==> config.mk <==
export PLATFORM = sky130hd
export DESIGN_NAME = id_ex_pipe_reg
export DESIGN_NICKNAME = d
export VERILOG_FILES = /design/src/rtl/id_ex_pipe_reg_pkg.sv /design/src/rtl/id_ex_pipe_reg_sat_counter.sv /design/src/rtl/id_ex_pipe_reg.sv
export SDC_FILE = /design/constraint.sdc
export NUM_CORES = 1
export LEC_CHECK = 0
export BUFFER_PORTS_ARGS = -buffer_cell sky130_fd_sc_hd__buf_2
export CAP_MARGIN = 20
export CORE_UTILIZATION = 35
export CTS_BUF_LIST = sky130_fd_sc_hd__clkbuf_16
export CTS_CLUSTER_DIAMETER = 100
export DETAILED_ROUTE_END_ITERATION = 10
export PLACE_DENSITY = 0.74
export SYNTH_ARGS = -nofsm -noshare
export SYNTH_HDL_FRONTEND = slang
export SYNTH_SLANG_ARGS = --single-unit
==> constraint.sdc <==
create_clock -name clk_i -period 2.4 [get_ports clk_i]
set_input_delay 0.24 -clock clk_i [delete_from_list [all_inputs] [get_ports clk_i]]
set_output_delay 0.24 -clock clk_i [all_outputs]
set_load 0.005 [all_outputs]
==> src/rtl/id_ex_pipe_reg_pkg.sv <==
// Shared definitions for the ID/EX pipeline latch: control bundle layout,
// the hard-wired zero register and the WB write-through match helper.
package id_ex_pipe_reg_pkg;

  localparam int CTRL_W = 8;

  localparam int CTRL_REG_WRITE  = 7;
  localparam int CTRL_MEM_TO_REG = 6;
  localparam int CTRL_MEM_READ   = 5;
  localparam int CTRL_MEM_WRITE  = 4;
  localparam int CTRL_ALU_SRC    = 3;
  localparam int CTRL_ALU_OP_HI  = 2;
  localparam int CTRL_ALU_OP_LO  = 1;
  localparam int CTRL_REG_DST    = 0;

  localparam logic [4:0] REG_ZERO = 5'd0;

  // $0 is hard-wired, so a WB write to it must never be forwarded.
  function automatic logic bypass_hit(input logic we, input logic [4:0] wb_addr,
                                      input logic [4:0] rd_addr);
    return we && (wb_addr != REG_ZERO) && (wb_addr == rd_addr);
  endfunction

endpackage

==> src/rtl/id_ex_pipe_reg_sat_counter.sv <==
// Saturating event counter with synchronous active-high clear; sticks at
// all-ones instead of wrapping.
module sat_counter #(
  parameter int CNT_W = 32
) (
  input  logic             clk_i,
  input  logic             rst_i,
  input  logic             inc_i,
  output logic [CNT_W-1:0] count_o
);

  localparam logic [CNT_W-1:0] CNT_ONE = {{(CNT_W-1){1'b0}}, 1'b1};

  always_ff @(posedge clk_i) begin
    if (rst_i) begin
      count_o <= '0;
    end else if (inc_i && (count_o != '1)) begin
      count_o <= count_o + CNT_ONE;
    end
  end

endmodule

==> src/rtl/id_ex_pipe_reg.sv <==
// ID/EX pipeline latch: registers decoded control, operands, immediate and
// register specifiers, with hold, bubble insertion and WB write-through.
module id_ex_pipe_reg
  import id_ex_pipe_reg_pkg::*;
#(
  parameter int DATA_W = 32,
  parameter int CTRL_W = id_ex_pipe_reg_pkg::CTRL_W,
  parameter int CNT_W  = 32
) (
  input  logic              clk_i,
  input  logic              rst_i,
  input  logic              stall_i,
  input  logic              flush_i,
  input  logic              valid_i,
  input  logic [CTRL_W-1:0] ctrl_i,
  input  logic [DATA_W-1:0] rs_data_i,
  input  logic [DATA_W-1:0] rt_data_i,
  input  logic [DATA_W-1:0] imm_i,
  input  logic [4:0]        rs_addr_i,
  input  logic [4:0]        rt_addr_i,
  input  logic [4:0]        rd_addr_i,
  input  logic              wb_we_i,
  input  logic [4:0]        wb_addr_i,
  input  logic [DATA_W-1:0] wb_data_i,
  output logic              valid_o,
  output logic [CTRL_W-1:0] ctrl_o,
  output logic [DATA_W-1:0] rs_data_o,
  output logic [DATA_W-1:0] rt_data_o,
  output logic [DATA_W-1:0] imm_o,
  output logic [4:0]        rs_addr_o,
  output logic [4:0]        rt_addr_o,
  output logic [4:0]        rd_addr_o,
  output logic [CNT_W-1:0]  stall_cnt_o,
  output logic [CNT_W-1:0]  flush_cnt_o
);

  // Handshake: valid_o marks a real instruction in EX. There is no
  // back-pressure; stall_i holds the stage and flush_i replaces it with a
  // bubble (valid_o=0, everything else 0) on the same edge.
  logic              stall_evt;
  logic [DATA_W-1:0] rs_next;
  logic [DATA_W-1:0] rt_next;

  assign stall_evt = stall_i && !flush_i;

  always_comb begin
    rs_next = rs_data_i;
    rt_next = rt_data_i;
    if (bypass_hit(wb_we_i, wb_addr_i, rs_addr_i)) rs_next = wb_data_i;
    if (bypass_hit(wb_we_i, wb_addr_i, rt_addr_i)) rt_next = wb_data_i;
  end

  // Bubbles clear addresses too, so a bubble never matches the forwarding compare.
  always_ff @(posedge clk_i) begin
    if (rst_i || flush_i) begin
      valid_o   <= 1'b0;
      ctrl_o    <= '0;
      rs_data_o <= '0;
      rt_data_o <= '0;
      imm_o     <= '0;
      rs_addr_o <= REG_ZERO;
      rt_addr_o <= REG_ZERO;
      rd_addr_o <= REG_ZERO;
    end else if (!stall_i) begin
      valid_o   <= valid_i;
      ctrl_o    <= valid_i ? ctrl_i : '0;
      rs_data_o <= rs_next;
      rt_data_o <= rt_next;
      imm_o     <= imm_i;
      rs_addr_o <= rs_addr_i;
      rt_addr_o <= rt_addr_i;
      rd_addr_o <= rd_addr_i;
    end
  end

  sat_counter #(.CNT_W(CNT_W)) u_stall_cnt (
    .clk_i   (clk_i),
    .rst_i   (rst_i),
    .inc_i   (stall_evt),
    .count_o (stall_cnt_o)
  );

  sat_counter #(.CNT_W(CNT_W)) u_flush_cnt (
    .clk_i   (clk_i),
    .rst_i   (rst_i),
    .inc_i   (flush_i),
    .count_o (flush_cnt_o)
  );

endmodule

==> run summary <==
largest net degree at the start of global routing: 250
worst hold margin: 0.0449 ns
Min-Delay Path Depth: 3
core area: 0.0227 mm2
number of global-route vias before repair: 7670
CP Capture Type: register
final worst-path cycle share: 94.7%
largest family of logic cells by synthesized area: simple AND/OR/NAND/NOR gates
CP max stage delay: 0.56 ns
min-delay worst type: primary input to register
drc violations: 0
# setup viols final: 0
area of the mapped netlist: 0.00811 mm2
Main synth FF type: dfxtp_1
clock buffer count from CTS: 17
Ys Warns: 0
Die W: 154 um
Syn Nets: 1118
Reg2Reg Depth: 5
initial antenna violation count: 2
port bufs: 345
final clock skew: 0.00926 ns
RSZ-0062 raised after global routing: no
CP Buf/Inv Count: 0
post-route ant nets: 0
post-layout minimum cycle time: 2.27 ns
hold path start: imm_i[13]
max-slew violation count: 0
mux share of post-synthesis cell area: 6.32%
DR vias/cell: 5.31
dpl hpwl: 17.6 mm
CP max FO: 8
syn_area_per_cell: 8.50 um2
total power: 0.00671 W
Die H: 154 um
Critical-path top delay cell: or4_1
family with the most delay on the worst path: simple AND/OR/NAND/NOR gates
Overall Global Routing Usage: 20.0%
router iterations before antenna repair: 5
post-synthesis adder-cell area fraction: 0.308%
crit path launch: u_flush_cnt.count_o[13]
#FFs+latches synth: 184
Gate Count Post-Synth: 954
Setup crit start kind: register
CTS root buf: clkbuf_16
outcome: finished clean
grt ovf: 0
CTS Buffer Depth: 2
CP arrival: 2.63 ns
first-pass GRT wire length: 38.4 mm
number of cells on the critical path: 5
vias: 8431
Max H-tree Level: 4
layout cells sized above 1: 32.9%
Iteration-0 DRC Markers: 618
post-DR wirelength/cell: 15.4 um
fraction of registers with async set/reset: 0%
Max-Cap Viols: 0
Die Area: 0.0238 mm2
Final nets: 1453
worst slew pin tran: 1.20 ns
Fin. Hold Viols: 0
top post-synthesis cells by area: dfxtp_1 (45%), nor3_1 (8.2%), mux2i_1 (6.0%)
FF-to-FF Start: u_flush_cnt.count_o[13]
row count: 55
Slew headroom: 19.8%
fmax: 0.440 GHz
power per cell area: 614 mW/mm2
Setup CP Type: register to register
XOR/XNOR Fraction of Synth Area: 2.38%
Initial Util: 35.7%
CTS clock-pin slew for the worst setup and hold paths: 0.08 ns
post-synthesis compound-gate area fraction: 7.94%
final wirelength: 24.5 mm
CP cell instances: nand4_4, or4_1, or4b_4, or3_1, a21oi_1
worst vdd rail ir drop: 0.395 mV
EDFF count, synth: 0
Setup Fix Bufs, Post-CTS: 0
share of the synthesized area in the top cell type: 45.4%
clk_lat worst skew: 0.42 ns
CTS sink cnt: 184
Area growth syn-to-layout: 34.8%
CTS tree: built
synth unique cells: 39
Boundary Pins: 346
Leakage: 4.76 nW
area leader, netlist: dfxtp_1
Seq/Total Area, Yosys: 45.4%
simple-gate share of the synthesized area: 33.7%
GPL Wtd Cong: 0.836
Crit path required time: 2.76 ns
## cell usage in the layout, fill, tap and decap left out, types with 3 or more instances in the layout
| cell type | Yosys | layout |
|---|---|---|
| mux2i_1 | 49 | 49 |
| nor2_1 | 77 | 77 |
| dfxtp_1 | 184 | 184 |
| clkinvlp_4 | 0 | 3 |
| o21ai_0 | 32 | 32 |
| nand3_1 | 24 | 24 |
| o31ai_1 | 18 | 17 |
| buf_4 | 1 | 38 |
| and3_1 | 4 | 4 |
| inv_6 | 0 | 3 |
| buf_2 | 5 | 344 |
| inv_8 | 0 | 4 |
| or3_1 | 32 | 32 |
| nor3_1 | 133 | 131 |
| clkbuf_16 | 0 | 17 |
| nand4_1 | 20 | 20 |
| and4_1 | 6 | 6 |
| a21oi_1 | 45 | 45 |
| a22oi_1 | 8 | 8 |
| buf_12 | 0 | 5 |
| inv_1 | 9 | 10 |
| or4_1 | 23 | 23 |
| xnor2_1 | 16 | 16 |
| nor2b_1 | 72 | 72 |
| nor4_1 | 73 | 73 |
| xor2_1 | 6 | 6 |
| nand2_1 | 32 | 32 |
## repair_timing
action / 4_1_cts / 5_1_grt
endpoints found under the setup margin: 0 / 3
resized for setup: 0 / 1
hold buffers: 0 / 0
## routing by layer
layer	up-vias	wire (um)	track usage [%]
met3	44	1650	4.74
met1	3897	10500	25.2
met4	0	636	8.62
met5	-	0	0
met2	321	11800	32.7
li1	4169	-	-
## Yosys cell counts, types with 2 or more instances
| cell | n |
|---|---|
| o21ai_0 | 32 |
| clkbuf_1 | 58 |
| a21oi_1 | 45 |
| buf_1 | 9 |
| nand2_1 | 32 |
| nand3_1 | 24 |
| nor3_1 | 133 |
| o2111ai_1 | 2 |
| mux2i_1 | 49 |
| nor2b_1 | 72 |
| xnor2_1 | 16 |
| nor4_1 | 73 |
| buf_2 | 5 |
| and3_1 | 4 |
| o31ai_1 | 18 |
| or3_1 | 32 |
| xor2_1 | 6 |
| and4_1 | 6 |
| nand4_1 | 20 |
| nor2_1 | 77 |
| ha_1 | 2 |
| a22oi_1 | 8 |
| or4_1 | 23 |
| dfxtp_1 | 184 |
| inv_1 | 9 |
| mux2_2 | 2 |
## cells by family after synthesis
family                     after synthesis
muxes                                   51
xor gates and xnor gates                22
DFF                                    184
adders and majority gates                2
AOI/OAI and AO/OA                      111
and+or+nand+nor                        502
buffers and inverters                   82
## sequential cells by signal (all words and copies together), names as in the netlist
signal / flops
rt_addr_o: 5
valid_o: 1
ctrl_o: 8
rd_addr_o: 5
rs_addr_o: 5
imm_o: 32
u_flush_cnt.count_o: 32
rt_data_o: 32
u_stall_cnt.count_o: 32
rs_data_o: 32
## power breakdown
part           switching, W  total [W]  internal [W]
Sequential        0.0000463    0.00318       0.00313
Combinational      0.000335   0.000650      0.000315
Clock               0.00132    0.00288       0.00157
## stage by stage
step	std cells	cell area [um2]	util (%)	setup WS (ns)	setup TNS [ns]
2_1_floorplan	954	8110	-	0.110	0
3_3_place_gp	1554	10300	45.5	-0.0621	-0.615
3_5_place_dp	1555	10300	45.5	0.105	0
4_1_cts	1587	10900	48.1	0.0786	0
5_1_grt	1589	10900	48.2	0.000287	0
6_report	1589	10900	48.2	0.128	0
## area by class of cell
class / instances / area (um2)
antenna: 2 / 5.00
clock buffer: 17 / 425
clock inverter: 15 / 168
fill: 2206 / 11800
inverter: 9 / 33.8
multi-input combinational: 688 / 4130
sequential: 184 / 3680
tap: 285 / 357
timing repair buffer: 389 / 2130
## path summary, 6_finish.rpt
path	to	slack (ns)
setup reg to reg	u_flush_cnt.count_o[30]	0.13
hold reg to reg	imm_o[28]	0.49
hold / removal	imm_o[13]	0.04
setup / recovery	u_flush_cnt.count_o[30]	0.13
## tightest hold or removal path, cell delays in order
cell	delay, ns
buf_2	0.07
mux2i_1	0.05
nor2_1	0.07
(Power assumes the default switching activity.)
